**src/rtl/regfile_dump_if.sv**
```systemverilog
// -----------------------------------------------------------------------------
// regfile_dump_if
// Signal bundle between the register-file dump reader and its surroundings
// (start source, register file read port, word consumer).
//
// Handshake: a word moves when out_valid && out_ready are both high at a
// posedge. The producer raises out_valid independently of out_ready, and once
// raised keeps out_valid/out_data/out_index/out_last stable until that
// handshake.
//
// Signals (direction seen from the master = the dump reader):
//   start      in   begin a dump (looked at only while idle)
//   rf_addr    out  register file read address
//   rf_data    in   combinational read data for rf_addr
//   out_valid  out  out_data/out_index/out_last are valid
//   out_ready  in   consumer accepts the word this cycle
//   out_data   out  register value
//   out_index  out  register number of out_data
//   out_last   out  final word of the dump
//   busy       out  dump in progress
//   done       out  one-cycle pulse after the final word is accepted
//   dbg_state  out  current FSM state, for observation only
// -----------------------------------------------------------------------------
interface regfile_dump_if #(
   parameter int REGF_WIDTH = 32
);
   logic                  start;
   logic [4:0]            rf_addr;
   logic [REGF_WIDTH-1:0] rf_data;
   logic                  out_valid;
   logic                  out_ready;
   logic [REGF_WIDTH-1:0] out_data;
   logic [4:0]            out_index;
   logic                  out_last;
   logic                  busy;
   logic                  done;
   logic [1:0]            dbg_state;

   modport master (
      input  start, rf_data, out_ready,
      output rf_addr, out_valid, out_data, out_index, out_last, busy, done,
             dbg_state
   );

   modport slave (
      output start, rf_data, out_ready,
      input  rf_addr, out_valid, out_data, out_index, out_last, busy, done,
             dbg_state
   );
endinterface

```
**src/rtl/regfile_dump_reader.sv**
```systemverilog
// -----------------------------------------------------------------------------
// regfile_dump_reader
// Walks the RV32I register file through a dedicated combinational read port
// and streams every register out as one word on a valid/ready interface, so a
// watchdog timeout or debug request can be diagnosed from hardware alone.
//
// Ports:
//   clk    system clock, all logic on posedge
//   rst_n  synchronous active-low reset
//   bus    regfile_dump_if.master (start, read port, output stream,
//          busy/done status, dbg_state)
//
// Parameters:
//   REGF_WIDTH  width of a register word (must match the interface)
//   NUM_REGS    number of registers walked, 2..32
//
// Build option:
//   REGF_DUMP_SKIP_X0_EN  when defined the walk starts at x1, so x0 is never
//                         emitted; otherwise x0 is emitted as value 0.
//
// Each word costs two cycles: READ captures the register, SEND offers it
// until accepted. The dump is not an atomic snapshot; each word holds the
// register value seen at its own READ cycle.
// -----------------------------------------------------------------------------
module regfile_dump_reader #(
   parameter int REGF_WIDTH = 32,
   parameter int NUM_REGS   = 32
) (
   input  logic           clk,
   input  logic           rst_n,
   regfile_dump_if.master bus
);

   typedef enum logic [1:0] {
      S_IDLE = 2'd0,
      S_READ = 2'd1,
      S_SEND = 2'd2,
      S_DONE = 2'd3
   } state_t;

`ifdef REGF_DUMP_SKIP_X0_EN
   localparam logic [4:0] FIRST_IDX = 5'd1;
`else
   localparam logic [4:0] FIRST_IDX = 5'd0;
`endif
   localparam logic [4:0] LAST_IDX = 5'(NUM_REGS - 1);

   state_t                state_q,     state_d;
   logic [4:0]            idx_q,       idx_d;
   logic [REGF_WIDTH-1:0] out_data_q,  out_data_d;
   logic [4:0]            out_index_q, out_index_d;
   logic                  out_last_q,  out_last_d;
   logic                  out_valid_q, out_valid_d;
   logic                  busy_q,      busy_d;
   logic                  done_q,      done_d;

   always_comb begin
      state_d     = state_q;
      idx_d       = idx_q;
      out_data_d  = out_data_q;
      out_index_d = out_index_q;
      out_last_d  = out_last_q;

      case (state_q)
         S_IDLE: begin
            idx_d = 5'd0;
            if (bus.start) begin
               idx_d   = FIRST_IDX;
               state_d = S_READ;
            end
         end
         S_READ: begin
            // x0 is hardwired zero regardless of what the read port returns.
            out_data_d  = (idx_q == 5'd0) ? '0 : bus.rf_data;
            out_index_d = idx_q;
            out_last_d  = (idx_q == LAST_IDX);
            state_d     = S_SEND;
         end
         S_SEND: begin
            if (out_valid_q && bus.out_ready) begin
               if (out_last_q) begin
                  state_d = S_DONE;
               end else begin
                  idx_d   = idx_q + 5'd1;
                  state_d = S_READ;
               end
            end
         end
         S_DONE: begin
            idx_d   = 5'd0;
            state_d = S_IDLE;
         end
         default: begin
            idx_d   = 5'd0;
            state_d = S_IDLE;
         end
      endcase

      // Status outputs are registered copies of the next state, so they never
      // depend combinationally on out_ready.
      out_valid_d = (state_d == S_SEND);
      busy_d      = (state_d != S_IDLE);
      done_d      = (state_d == S_DONE);
   end

   always_ff @(posedge clk) begin
      if (!rst_n) begin
         state_q     <= S_IDLE;
         idx_q       <= 5'd0;
         out_data_q  <= '0;
         out_index_q <= 5'd0;
         out_last_q  <= 1'b0;
         out_valid_q <= 1'b0;
         busy_q      <= 1'b0;
         done_q      <= 1'b0;
      end else begin
         state_q     <= state_d;
         idx_q       <= idx_d;
         out_data_q  <= out_data_d;
         out_index_q <= out_index_d;
         out_last_q  <= out_last_d;
         out_valid_q <= out_valid_d;
         busy_q      <= busy_d;
         done_q      <= done_d;
      end
   end

   assign bus.rf_addr   = idx_q;
   assign bus.out_valid = out_valid_q;
   assign bus.out_data  = out_data_q;
   assign bus.out_index = out_index_q;
   assign bus.out_last  = out_last_q;
   assign bus.busy      = busy_q;
   assign bus.done      = done_q;
   assign bus.dbg_state = state_q;

endmodule

```
**src/flat_wrapper.sv**
```systemverilog
// flat-port wrapper written by rule: the top's interface ports become plain ports
module regfile_dump_reader_flat 
#(
   parameter int REGF_WIDTH = 32,
   parameter int NUM_REGS   = 32
)
  (clk, rst_n, bus_start, bus_rf_data, bus_out_ready, bus_rf_addr, bus_out_valid, bus_out_data, bus_out_index, bus_out_last, bus_busy, bus_done, bus_dbg_state);
  regfile_dump_if #(.REGF_WIDTH(REGF_WIDTH)) bus_i ();
  input  logic clk;
  input  logic rst_n;
  input wire logic [$bits(bus_i.start)-1:0] bus_start;
  input wire logic [$bits(bus_i.rf_data)-1:0] bus_rf_data;
  input wire logic [$bits(bus_i.out_ready)-1:0] bus_out_ready;
  output wire logic [$bits(bus_i.rf_addr)-1:0] bus_rf_addr;
  output wire logic [$bits(bus_i.out_valid)-1:0] bus_out_valid;
  output wire logic [$bits(bus_i.out_data)-1:0] bus_out_data;
  output wire logic [$bits(bus_i.out_index)-1:0] bus_out_index;
  output wire logic [$bits(bus_i.out_last)-1:0] bus_out_last;
  output wire logic [$bits(bus_i.busy)-1:0] bus_busy;
  output wire logic [$bits(bus_i.done)-1:0] bus_done;
  output wire logic [$bits(bus_i.dbg_state)-1:0] bus_dbg_state;
  assign bus_i.start = bus_start;
  assign bus_i.rf_data = bus_rf_data;
  assign bus_i.out_ready = bus_out_ready;
  assign bus_rf_addr = bus_i.rf_addr;
  assign bus_out_valid = bus_i.out_valid;
  assign bus_out_data = bus_i.out_data;
  assign bus_out_index = bus_i.out_index;
  assign bus_out_last = bus_i.out_last;
  assign bus_busy = bus_i.busy;
  assign bus_done = bus_i.done;
  assign bus_dbg_state = bus_i.dbg_state;
  regfile_dump_reader #(.REGF_WIDTH(REGF_WIDTH), .NUM_REGS(NUM_REGS)) u_core (.clk(clk), .rst_n(rst_n), .bus(bus_i));
endmodule
```
**config.mk**
```make
export PLATFORM = sky130hd
export DESIGN_NAME = regfile_dump_reader_flat
export DESIGN_NICKNAME = d
export VERILOG_FILES = /design/src/rtl/regfile_dump_if.sv /design/src/rtl/regfile_dump_reader.sv /design/src/flat_wrapper.sv
export SDC_FILE = /design/constraint.sdc
export NUM_CORES = 1
export LEC_CHECK = 0
export CAP_MARGIN = 20
export CORE_ASPECT_RATIO = 1.2
export CORE_UTILIZATION = 48
export CTS_CLUSTER_SIZE = 28
export DETAILED_ROUTE_END_ITERATION = 8
export MAX_ROUTING_LAYER = met4
export PLACE_DENSITY = 0.87
export SLEW_MARGIN = 5
export SYNTH_ARGS = -nofsm -noshare
export SYNTH_HDL_FRONTEND = slang
export SYNTH_SLANG_ARGS = --single-unit
```
**constraint.sdc**
```tcl
create_clock -name clk -period 3.8 [get_ports clk]
set_clock_uncertainty 0.2 [all_clocks]
set_input_delay 0.76 -clock clk [delete_from_list [all_inputs] [get_ports clk]]
set_output_delay 0.76 -clock clk [all_outputs]
set_load 0.01 [all_outputs]
```
## Yosys cells after proc, flatten, opt, wreduce, memory -nomap -nowiden

Cells that the tools add are included.

| word-level totals | value |
|---|---|
| logic and storage cells | 32 |
| input bits | 36 |
| register bits | 48 |

| operators by class | value |
|---|---|
| reduce and logical (&&, ||, !) cells | 7 |
| $add $sub $neg | 1 |
| multiplexer cells | 8 |
| eq/ne operators | 8 |

Operator list:

| kind | number |
|---|---|
| $mux 32 | 1 |
| $mux 5 | 2 |
| $pmux 5 s2 | 1 |
| $eq 2x2->1 const B | 4 |
| $pmux 2 s4 | 1 |
| $mux 2 | 3 |
| $add 5x1->5 const B | 1 |
| $eq 5x5->1 const B | 1 |
| $logic_not 5->1 | 1 |
| $reduce_bool 2->1 | 2 |
| $reduce_and 3->1 | 1 |
| $eq 2x1->1 const B | 1 |
| $logic_not 2->1 | 1 |
| $ne 2x1->1 const B | 1 |
| $ne 2x2->1 const B | 1 |
| $reduce_or 2->1 | 1 |
| $logic_and 1x1->1 | 1 |

## Longest topological paths before layout

| logic depth | value |
|---|---|
| depth after elaboration | 4 |
| gate-level depth with buffers | 7 |
| gate-level depth less buffers | 5 |

## Least setup slack after synthesis

No wires, ideal clock.

| timing path | value |
|---|---|
| path kind | flip-flop to flip-flop |
| start | register u_core.idx_q[0], in the netlist u_core.bus.rf_addr[0] |
| end | register u_core.out_data_q[10], in the netlist u_core.bus.out_data[10] |
| clock period less this slack | 1.750 ns |
| stages on the path, launching flop included | 8 |
| setup slack | 2.050 ns |
| buffers on the path | 2 |
| data arrival time | 1.407 ns |
| setup time | 0.143 ns |
| data required time | 3.457 ns |
| path through | dfxtp_1 inv_1 ha_1 or4b_1 buf_6 buf_12 nand3_2 a21oi_2 |

| between the ends | value |
|---|---|
| cells in the longest elaborated chain, start to end | 2 |

Ends and longest elaborated chain:

| element | line | RTL |
|---|---|---|
| start, declared | regfile_dump_reader.sv:49 | `logic [4:0] idx_q, idx_d;` |
| start signal, assigned | regfile_dump_reader.sv:118 | `idx_q <= idx_d;` |
| $logic_not 5->1 | regfile_dump_reader.sv:74 | `out_data_d = (idx_q == 5'd0) ? '0 : bus.rf_data;` |
| $mux 32 | regfile_dump_reader.sv:74 |  |
| end signal, assigned | regfile_dump_reader.sv:119 | `out_data_q <= out_data_d;` |
| end, declared | regfile_dump_reader.sv:50 | `logic [REGF_WIDTH-1:0] out_data_q, out_data_d;` |

No other way between the ends.
A chain may end at the register's enable or synchronous reset.

## Worst setup path after layout

| timing path | value |
|---|---|
| start | register u_core.idx_q[0], in the netlist u_core.bus.rf_addr[0] |
| end | register u_core.out_data_q[0], in the netlist u_core.bus.out_data[0] |

The elaborated chain is that of the path after synthesis.

==> flow_metrics.tcl <==
set metrics [dict create \
    path_buf_inv 1 \
    cp_slowest_cell "or4b_2" \
    holdWs_ns 0.273 \
    layout_commonest_cell "clkdlybuf4s50_1" \
    die_area_um2 5120 \
    cp_top_family "simple AND/OR/NAND/NOR gates" \
    ys_seq_elements 48 \
    max_stage_delay_ns 1.06 \
    place_inst 352 \
    maxCapViolations 0 \
    grt_antenna_before_repair 0 \
    synth.cell_area_um2 2320 \
    syn-num-nets 269 \
    wirelength_um 5070 \
    vias_per_cell 5.23 \
    clk_path_buf_depth 2 \
    cts_tree "built" \
    total_power_mw 1.06 \
    p_leak_nw 0.982 \
    layout_setup_ws_ns 1.47 \
    routabilityCongestion 0.855 \
    slew_violations 0 \
    max-slew-margin-rel_pct 27.8 \
    hold_class "flip-flop to flip-flop" \
    io_pins 84 \
    core_um2 4630 \
    timing.final.crit_period_ns 2.33 \
    numPortBuffers 83 \
    ant_nets 0 \
    crit_fanout 32 \
    cts_hold_buf 0 \
    end_kind "flip-flop" \
    grt_remaining_overflow 0 \
    drive_above_1_share_pct 23.9 \
    critPathKind "flip-flop to flip-flop" \
    track_usage_pct 21.1 \
    root_buffer "clkbuf_8" \
    clk_latency_ns 0.29 \
    n_fill_cell 381 \
    startpoint_type "flip-flop" \
    path_clk_slew_ns 0.08 \
    final_cell_mix "clkdlybuf4s50_1, dfxtp_1, nand2b_1" \
    syn_to_final_growth_pct 38.4 \
    routedWlPerCell_um 14.1 \
    rsz0062_at_grt "false" \
    drt_iter0_markers 76 \
    pre_cts_ws_ns 1.16 \
    syn_avg_cell_area_um2 10.3 \
    grt_max_degree 46 \
    synth_cell_types 33 \
    place.detailed.hpwl_um 3550 \
    final_cells 359 \
    post-route-period-util_pct 61.2 \
    antenna_cells 0 \
    cp_cell_sequence "inv_1, ha_1, or4b_2, nand3_1, a21oi_1" \
    cts.repair.resized 0 \
    finalSetupTns_ns 0 \
    crit_arrival_ns 2.30 \
    start_util_pct 50.2 \
    cts_made_buffers 5 \
    synthCells 226 \
    placed_cell_area_um2 3120 \
    nets 344 \
    grt_pass1_vias 1831 \
    row_count 27 \
    design_area_um2 3210 \
    die_h_um 78.2 \
    cts_setup_buffers 0 \
    worst_ir_drop_vdd_mv 0.237 \
    cellPowerDensity_nw_per_um2 330 \
    setup_viol 0 \
    dr.pass1.iters 4 \
    clock-sinks 48 \
    vias 1876 \
    route.detailed.drc 0 \
    outcome "finished, final reports clean" \
    hold_viol 0 \
    ys_seq_area_share_pct 41.4 \
    worst_slew_pin_slew_ns 1.08 \
    yosys_warnings 0 \
    fin_util_pct 69.5 \
    fmax_mhz 430 \
    worstPathRequired_ns 3.78 \
    die_w_um 65.5 \
    grt_pass1_wl_um 8260 \
    htreeDepth 2 \
]
[final timing paths]
check / slack, ns / end / from / cells after the start
setup / recovery: 1.47 / u_core.bus.out_data[0] / u_core.bus.rf_addr[0] / 5
hold / removal: 0.27 / u_core.bus.out_data[0] / u_core.bus.out_data[0] / 2
setup reg to reg: 1.47 / u_core.bus.out_data[0] / u_core.bus.rf_addr[0] / 5
hold reg to reg: 0.27 / u_core.bus.out_data[0] / u_core.bus.out_data[0] / 2
[layout make-up]
| class | count | area (µm²) | area share [%] |
|---|---|---|---|
| Timing Repair Buffer | 85 | 846 | 26.3 |
| Tap cell | 58 | 72.6 | 2.26 |
| Sequential cell | 48 | 961 | 29.9 |
| Clock buffer | 7 | 96.3 | 3.00 |
| Inverter | 8 | 30.0 | 0.934 |
| Multi-Input combinational cell | 153 | 1210 | 37.6 |
[flip-flops by register name, summed over array words and instances (netlist names)]
signal and cells:
u_core.bus.busy 1, u_core.bus.dbg_state 2, u_core.bus.done 1, u_core.bus.out_index 5
u_core.bus.out_last 1, u_core.bus.out_valid 1, u_core.bus.out_data 32, u_core.bus.rf_addr 5
[kinds of logic after synthesis]
kind of cell    after synthesis  synth area share (%)
simple gates                 89                  28.0
compound gates               51                  17.6
flops                        48                  41.4
buf+inv                      25                  6.68
fa+ha+maj                     7                  3.77
mux                           6                  2.59
[tightest hold or removal path, cell delays in order, from the launching register on]
cell and delay [ns]:
dfxtp_1 0.31, nand2b_1 0.06, a21oi_1 0.06
[Yosys cell counts]
cell / instances / area, µm²
a211o_1: 1 / 8.76
a211oi_1: 2 / 15.0
a21oi_1: 7 / 35.0
a21oi_2: 30 / 263
a221oi_1: 2 / 17.5
and2_1: 1 / 6.26
and3_1: 1 / 6.26
and3b_1: 1 / 8.76
buf_1: 4 / 15.0
buf_12: 3 / 60.1
buf_2: 4 / 20.0
buf_6: 1 / 11.3
clkbuf_1: 5 / 18.8
dfxtp_1: 48 / 961
ha_1: 7 / 87.6
inv_1: 8 / 30.0
mux2i_1: 6 / 60.1
nand2_1: 4 / 15.0
nand2b_1: 34 / 213
nand3_1: 3 / 15.0
nand3_2: 30 / 300
nand3b_1: 2 / 15.0
nand4bb_1: 1 / 11.3
nor2_1: 8 / 30.0
nor3_1: 1 / 5.00
nor3b_1: 1 / 7.51
o2111ai_1: 2 / 17.5
o211ai_1: 3 / 22.5
o22ai_1: 2 / 12.5
o2bb2ai_1: 1 / 8.76
o32ai_1: 1 / 8.76
or3_1: 1 / 6.26
or4b_1: 1 / 10.0
[where the power goes]
| group | switching [mW] | internal (mW) | leakage (nW) | total [mW] |
|---|---|---|---|---|
| registers | 0.00982 | 0.515 | 0.387 | 0.525 |
| logic | 0.114 | 0.104 | 0.544 | 0.218 |
| clock network | 0.156 | 0.162 | 0.0503 | 0.318 |
[metal layers]
layer	wire, µm	part of all wire, %	GRT usage (%)	vias up
li1	-	-	-	927
met1	2310	46	26.3	878
met2	2420	48	33.7	60
met3	239	4.7	3.63	11
met4	104	2.1	8.48	0
met5	0	0	-	-
Note: power is estimated with default switching activity, not from simulation.
